`src/rtl/cpu_run_controller.sv`:
```
// Run sequencer for the 3-bit accumulator CPU: streams the program into imem, then gates CPU reset/enable.
// Optional breakpoint support is compiled in with `define BREAKPOINT_EN.
//
// state | meaning
// IDLE  | no program; waiting for the first word
// LOAD  | streaming words into imem
// READY | program loaded, CPU held in reset
// CLEAR | one cycle: CPU samples its reset, counters cleared
// RUN   | CPU free-running until RUN_LIMIT instructions
// PAUSE | CPU frozen, counters hold
// STEP  | one instruction executed, then back to PAUSE
// DONE  | RUN_LIMIT instructions executed
module cpu_run_controller #(
   parameter int PROG_DEPTH = 8,
   parameter int ADDR_W     = 3,
   parameter int RUN_LIMIT  = 8,
   parameter int CNT_W      = 4
) (
   input  logic              clk,
   input  logic              reset,
`ifdef BREAKPOINT_EN
   input  logic              bp_valid,
   input  logic [ADDR_W-1:0] bp_addr,
   output logic              bp_hit,
`endif
   input  logic              load_valid,
   input  logic [2:0]        load_data,
   output logic              load_ready,
   input  logic              start,
   input  logic              halt_req,
   input  logic              step,
   input  logic              reload,
   output logic              imem_wr_en,
   output logic [ADDR_W-1:0] imem_wr_addr,
   output logic [2:0]        imem_wr_data,
   output logic              cpu_reset,
   output logic              cpu_en,
   output logic [ADDR_W-1:0] exec_pc,
   output logic [CNT_W-1:0]  cycle_count,
   output logic              busy,
   output logic              done,
   output logic              prog_err
);

   typedef enum logic [2:0] {
      S_IDLE, S_LOAD, S_READY, S_CLEAR, S_RUN, S_PAUSE, S_STEP, S_DONE
   } state_t;

   localparam logic [CNT_W-1:0]  LIMIT     = CNT_W'(RUN_LIMIT);
   localparam logic [ADDR_W-1:0] LAST_ADDR = ADDR_W'(PROG_DEPTH - 1);

   state_t            state;
   logic [ADDR_W-1:0] load_ptr;
   logic              accept;
   logic [CNT_W-1:0]  count_inc;
   logic [ADDR_W-1:0] pc_inc;
   logic              limit_hit;
   logic              bp_run;
   logic              bp_clear;

   assign load_ready = (state == S_IDLE) || (state == S_LOAD);
   assign cpu_en     = (state == S_CLEAR) || (state == S_RUN) || (state == S_STEP);
   assign cpu_reset  = (state == S_IDLE) || (state == S_LOAD) || (state == S_READY) ||
                       (state == S_CLEAR);
   assign busy       = (state == S_CLEAR) || (state == S_RUN) || (state == S_STEP) ||
                       (state == S_PAUSE);
   assign done       = (state == S_DONE);

   assign accept       = load_valid & load_ready;
   assign imem_wr_en   = accept;
   assign imem_wr_addr = load_ptr;
   assign imem_wr_data = load_data;

   assign count_inc = cycle_count + 1'b1;
   assign pc_inc    = exec_pc + 1'b1;
   assign limit_hit = (count_inc == LIMIT);

`ifdef BREAKPOINT_EN
   // Breakpoint stops before the instruction at bp_addr is executed.
   assign bp_run   = bp_valid && (pc_inc == bp_addr);
   assign bp_clear = bp_valid && (bp_addr == '0);
`else
   assign bp_run   = 1'b0;
   assign bp_clear = 1'b0;
`endif

   always_ff @(posedge clk) begin
      if (reset) begin
         state       <= S_IDLE;
         load_ptr    <= '0;
         exec_pc     <= '0;
         cycle_count <= '0;
         prog_err    <= 1'b0;
`ifdef BREAKPOINT_EN
         bp_hit      <= 1'b0;
`endif
      end else begin
         prog_err <= 1'b0;
`ifdef BREAKPOINT_EN
         bp_hit   <= 1'b0;
`endif
         case (state)
            S_IDLE: begin
               if (start) prog_err <= 1'b1;
               if (accept) begin
                  state    <= S_LOAD;
                  load_ptr <= load_ptr + 1'b1;
               end
            end
            S_LOAD: begin
               if (start) prog_err <= 1'b1;
               if (accept) begin
                  if (load_ptr == LAST_ADDR) begin
                     state    <= S_READY;
                     load_ptr <= '0;
                  end else begin
                     load_ptr <= load_ptr + 1'b1;
                  end
               end
            end
            S_READY: begin
               if (reload) begin
                  state    <= S_IDLE;
                  load_ptr <= '0;
               end else if (start) begin
                  state <= S_CLEAR;
               end
            end
            S_CLEAR: begin
               cycle_count <= '0;
               exec_pc     <= '0;
               if (bp_clear) begin
                  state <= S_PAUSE;
`ifdef BREAKPOINT_EN
                  bp_hit <= 1'b1;
`endif
               end else begin
                  state <= S_RUN;
               end
            end
            S_RUN: begin
               cycle_count <= count_inc;
               exec_pc     <= pc_inc;
               if (limit_hit) begin
                  state <= S_DONE;
               end else if (bp_run) begin
                  state <= S_PAUSE;
`ifdef BREAKPOINT_EN
                  bp_hit <= 1'b1;
`endif
               end else if (halt_req) begin
                  state <= S_PAUSE;
               end
            end
            S_PAUSE: begin
               if (reload) begin
                  state    <= S_IDLE;
                  load_ptr <= '0;
               end else if (start) begin
                  state <= S_RUN;
               end else if (step) begin
                  state <= S_STEP;
               end
            end
            S_STEP: begin
               cycle_count <= count_inc;
               exec_pc     <= pc_inc;
               state       <= limit_hit ? S_DONE : S_PAUSE;
            end
            S_DONE: begin
               if (reload) begin
                  state    <= S_IDLE;
                  load_ptr <= '0;
               end else if (start) begin
                  state <= S_CLEAR;
               end
            end
            default: state <= S_IDLE;
         endcase
      end
   end

endmodule

```
`config.mk`:
```
export PLATFORM = sky130hd
export DESIGN_NAME = cpu_run_controller
export DESIGN_NICKNAME = d
export VERILOG_FILES = /design/src/rtl/cpu_run_controller.sv
export SDC_FILE = /design/constraint.sdc
export NUM_CORES = 1
export LEC_CHECK = 0
export ABC_AREA = 1
export ABC_CLOCK_PERIOD_IN_PS = 2690
export CAP_MARGIN = 25
export CORE_MARGIN = 3
export CORE_UTILIZATION = 30
export CTS_CLUSTER_SIZE = 14
export DETAILED_ROUTE_END_ITERATION = 6
export PLACE_DENSITY = 0.61
export RECOVER_POWER = 50
export REMOVE_ABC_BUFFERS = 1
export SYNTH_ARGS = -nofsm -noshare
export SYNTH_HDL_FRONTEND = slang
export SYNTH_SLANG_ARGS = --single-unit
```
`constraint.sdc`:
```
create_clock -name clk -period 2.69 [get_ports clk]
set_input_delay 0.538 -clock clk [delete_from_list [all_inputs] [get_ports clk]]
set_output_delay 0.538 -clock clk [all_outputs]
set_load 0.005 [all_outputs]
```
==> results.md <==
* Status: completed
* Power density cells at approximately 410 nW/µm²
* Final GP Congestion at ~0.86
* Tcrit/Tclk final at 90.02%
* Slew Viols, Final at 0
* Global-route wire length before repair at 3746 µm
* CTS Sinks at 14
* Post-synthesis sequential area ratio at 30.52%
* Row count at 19
* Crit path time final at between 2 and 2.5 ns
* Final Util at 41.18%
* Crit path buf inv count at 3
* TritonCTS clock tree: built
* Synth top area cells: dfxtp_1 31%, nand2_1 12%, inv_1 6.1%
* Synth Area in Adders at about 5.4%
* Switching Fraction at a little under a third
* Pin count of the biggest net entering global routing at 11
* Max VDD drop at around 220 µV
* Antenna violations before repair at 0
* Initial Util at 32.46%
* Synth Area in Compound Gates at between 10 and 15%
* Port Buffer Count at 23
* Worst Max-Slew Pin Slew at between 0.5 and 0.6 ns
* Fillers at 303
* CTS Buf Count at 3
* Leak at between 0.0005 and 0.0006 µW
* Area Overhead vs Synth at 26.84%
* Max Cap Viol at 0
* Crit path DAT at roughly 1.9 ns
* Worst Skew at a little under 0.009 ns
* Post-CTS Setup Bufs at 0
* Netlist Area Pre-Place at 918.4 µm²
* Post-synth cell types at 25
* DR vias/cell at a little under 5
* CTS root buffer: clkbuf_4
* Die Span Y at approximately 61 µm
* Seq pwr share at about half
* Critical path's largest stage delay at 0.60 ns
* Die width at around 61 µm
* Post-synthesis xor/xnor area fraction at 0%
* Synthesized flop and latch total at 14
* Ant diodes at 0
* Worst hold path class: flip-flop to flip-flop
* Crit-path cells: nor2_4, inv_2, nand2_2, inv_1, clkdlybuf4s50_1
* Area leader, netlist: dfxtp_1
* Fin Setup TNS at 0 ns
* Clk buf depth at 2
* Placed insts at 182
* Switch Pwr at ~150 µW
* Placement Cell Area at ~1200 µm²
* Fmax at about 410 MHz
* Syn Inst Count at 132
* Hold buffers post-CTS at 0
* Mux contribution to synthesized area at 0%
* CTS resizes at 0
* GR Overflow Total at 0
* Critical path class: flip-flop to primary output
* Clock transition at path regs at around 0.09 ns
* CP endpoint kind: primary output
* Detailed router's first-iteration violation count at 21
* H-tree depth at 1
* Synth Area in Simple Gates at between 30% and 40%
* Synth warn at 0
* Comb pwr share at between 20% and 30%
* DRT Pass-1 Iters at 6
* Routed vias at 909
* Yosys top cell area share at 30.52%
* Total GRT Usage at between 10% and 20%
* Synth Area per Inst at ~7.0 µm²
* Share of cells above drive strength 1 at about 16%
* Non-filler cells, final at roughly 190
* Vias in the first global route at roughly 880
* Post-route ant nets at 0
* Largest family of logic cells by synthesized area: simple AND/OR/NAND/NOR gates
* Final setup viols at 0
* Delay-heaviest family, CP: buffers and inverters
* Final hold viol count at 0
* Critical Path Slowest Stage Cell: dfxtp_1
* Internal power at approximately 330 µW
* Post-DP HPWL at around 1800 µm
* Clock Latency Late Sink at 0.29 ns
* IO Pins at 30
* WL per Instance at about 12 µm
* Routed WL at roughly 2200 µm
* Worst EP required at about 2.2 ns
* DR DRC count at 0
* Crit start category: flip-flop
* Die ar. at approximately 3800 µm²
* Clock power frac at 25.3%
* Final #Nets at 170
* CP Max Fanout at 8
* Post-route cell area at between 1000 and 1500 µm²
* RSZ-0062 raised after global routing: no
* Slew margin rel. at 65.51%
* Core Area at about 2800 µm²
## placed cells by master, fill, tap and decap left out
cell,instances
nand2_1,30
clkdlybuf4s50_1,22
inv_1,15
dfxtp_1,14
nand3_1,9
a21oi_1,9
nand2_2,8
o21ai_0,8
nor2_1,7
nand4_1,6
ha_1,4
a21oi_2,3
clkbuf_4,3
inv_2,2
nand2_4,2
nor3_1,2
inv_4,1
nor2_4,1
o21ai_2,1
clkinv_2,1
nand3b_1,1
or2_2,1
o21ai_1,1
nand3_2,1
dlygate4sd3_1,1
clkbuf_1,1
## power groups by stage
stage	Sequential (µW)	Clock [µW]	Combinational, µW
2_1_floorplan	235	0	79.1
3_3_place_gp	236	0	126
3_5_place_dp	236	0	128
4_1_cts	232	126	129
5_1_grt	235	132	140
6_report	232	120	123
## kinds of logic (layout without fill, tap and decap cells)
| logic type | after synthesis | count (layout) |
|---|---|---|
| buf+inv | 24 | 46 |
| fa+ha+maj | 4 | 4 |
| compound gates | 22 | 22 |
| flops | 14 | 14 |
| simple gates | 68 | 68 |
## synth_stat cells
cell type  count
o21ai_0        7
clkbuf_1       1
nand4_1        6
nor2_1         7
buf_6          1
a21oi_1        8
ha_1           4
nand3_2        2
a21oi_2        4
nand2_2        9
o21ai_2        1
nand3_1        8
clkinv_2       1
nand3b_1       1
nand2_4        2
or2_2          1
nor2_4         1
nor3_1         2
inv_2          2
o21ai_1        2
inv_1         15
nand2_1       29
buf_4          3
inv_4          1
dfxtp_1       14
## area by class of cell
cell class	count	area, µm²	area share [%]
clock buffers	3	22.52	1.933
multi-input cells	94	514.2	44.15
inverters	19	75.07	6.445
flip-flops and latches	14	280.3	24.06
repair buffers	24	234.0	20.09
well taps	31	38.79	3.330
## worst paths after layout
kind                           startpoint                           end  slack (ns)  cells past startpoint
hold / removal    exec_pc[1]$_SDFFE_PP0P_       exec_pc[1]$_SDFFE_PP0P_        0.49                      2
hold reg to reg   exec_pc[1]$_SDFFE_PP0P_       exec_pc[1]$_SDFFE_PP0P_        0.49                      2
setup / recovery    state[2]$_SDFFE_PP0P_                        cpu_en        0.27                      5
setup reg to reg    state[2]$_SDFFE_PP0P_  imem_wr_addr[2]$_SDFFE_PP0P_        1.20                      9
## per-stage QoR
stage          setup slack, ns  hold slack, ns  power [µW]
2_1_floorplan            1.169          0.4673       313.6
3_3_place_gp            0.5177          0.4735       362.1
3_5_place_dp            0.4670          0.4816       364.8
4_1_cts                 0.2481          0.4931       487.1
5_1_grt                 0.1246          0.5127       507.6
6_report                0.2686          0.4877       475.4
## flip-flops by register name, summed over array words and instances, names as in the netlist
name / cells
exec_pc: 3
prog_err: 1
imem_wr_addr: 3
state: 3
cycle_count: 4
## worst min-delay path: stages, from the launching register on
cell	delay [ns]
dfxtp_1	0.33
nand2_1	0.07
a21oi_1	0.05
## per-layer routing
metal	routed length [µm]	GRT usage (%)	up-vias
met2	1185	24.02	13
met1	901	15.48	418
met3	77	3.983	4
met5	0	0	-
li1	-	-	474
met4	27	4.545	0
No activity file was read; power rests on OpenSTA's default activity.
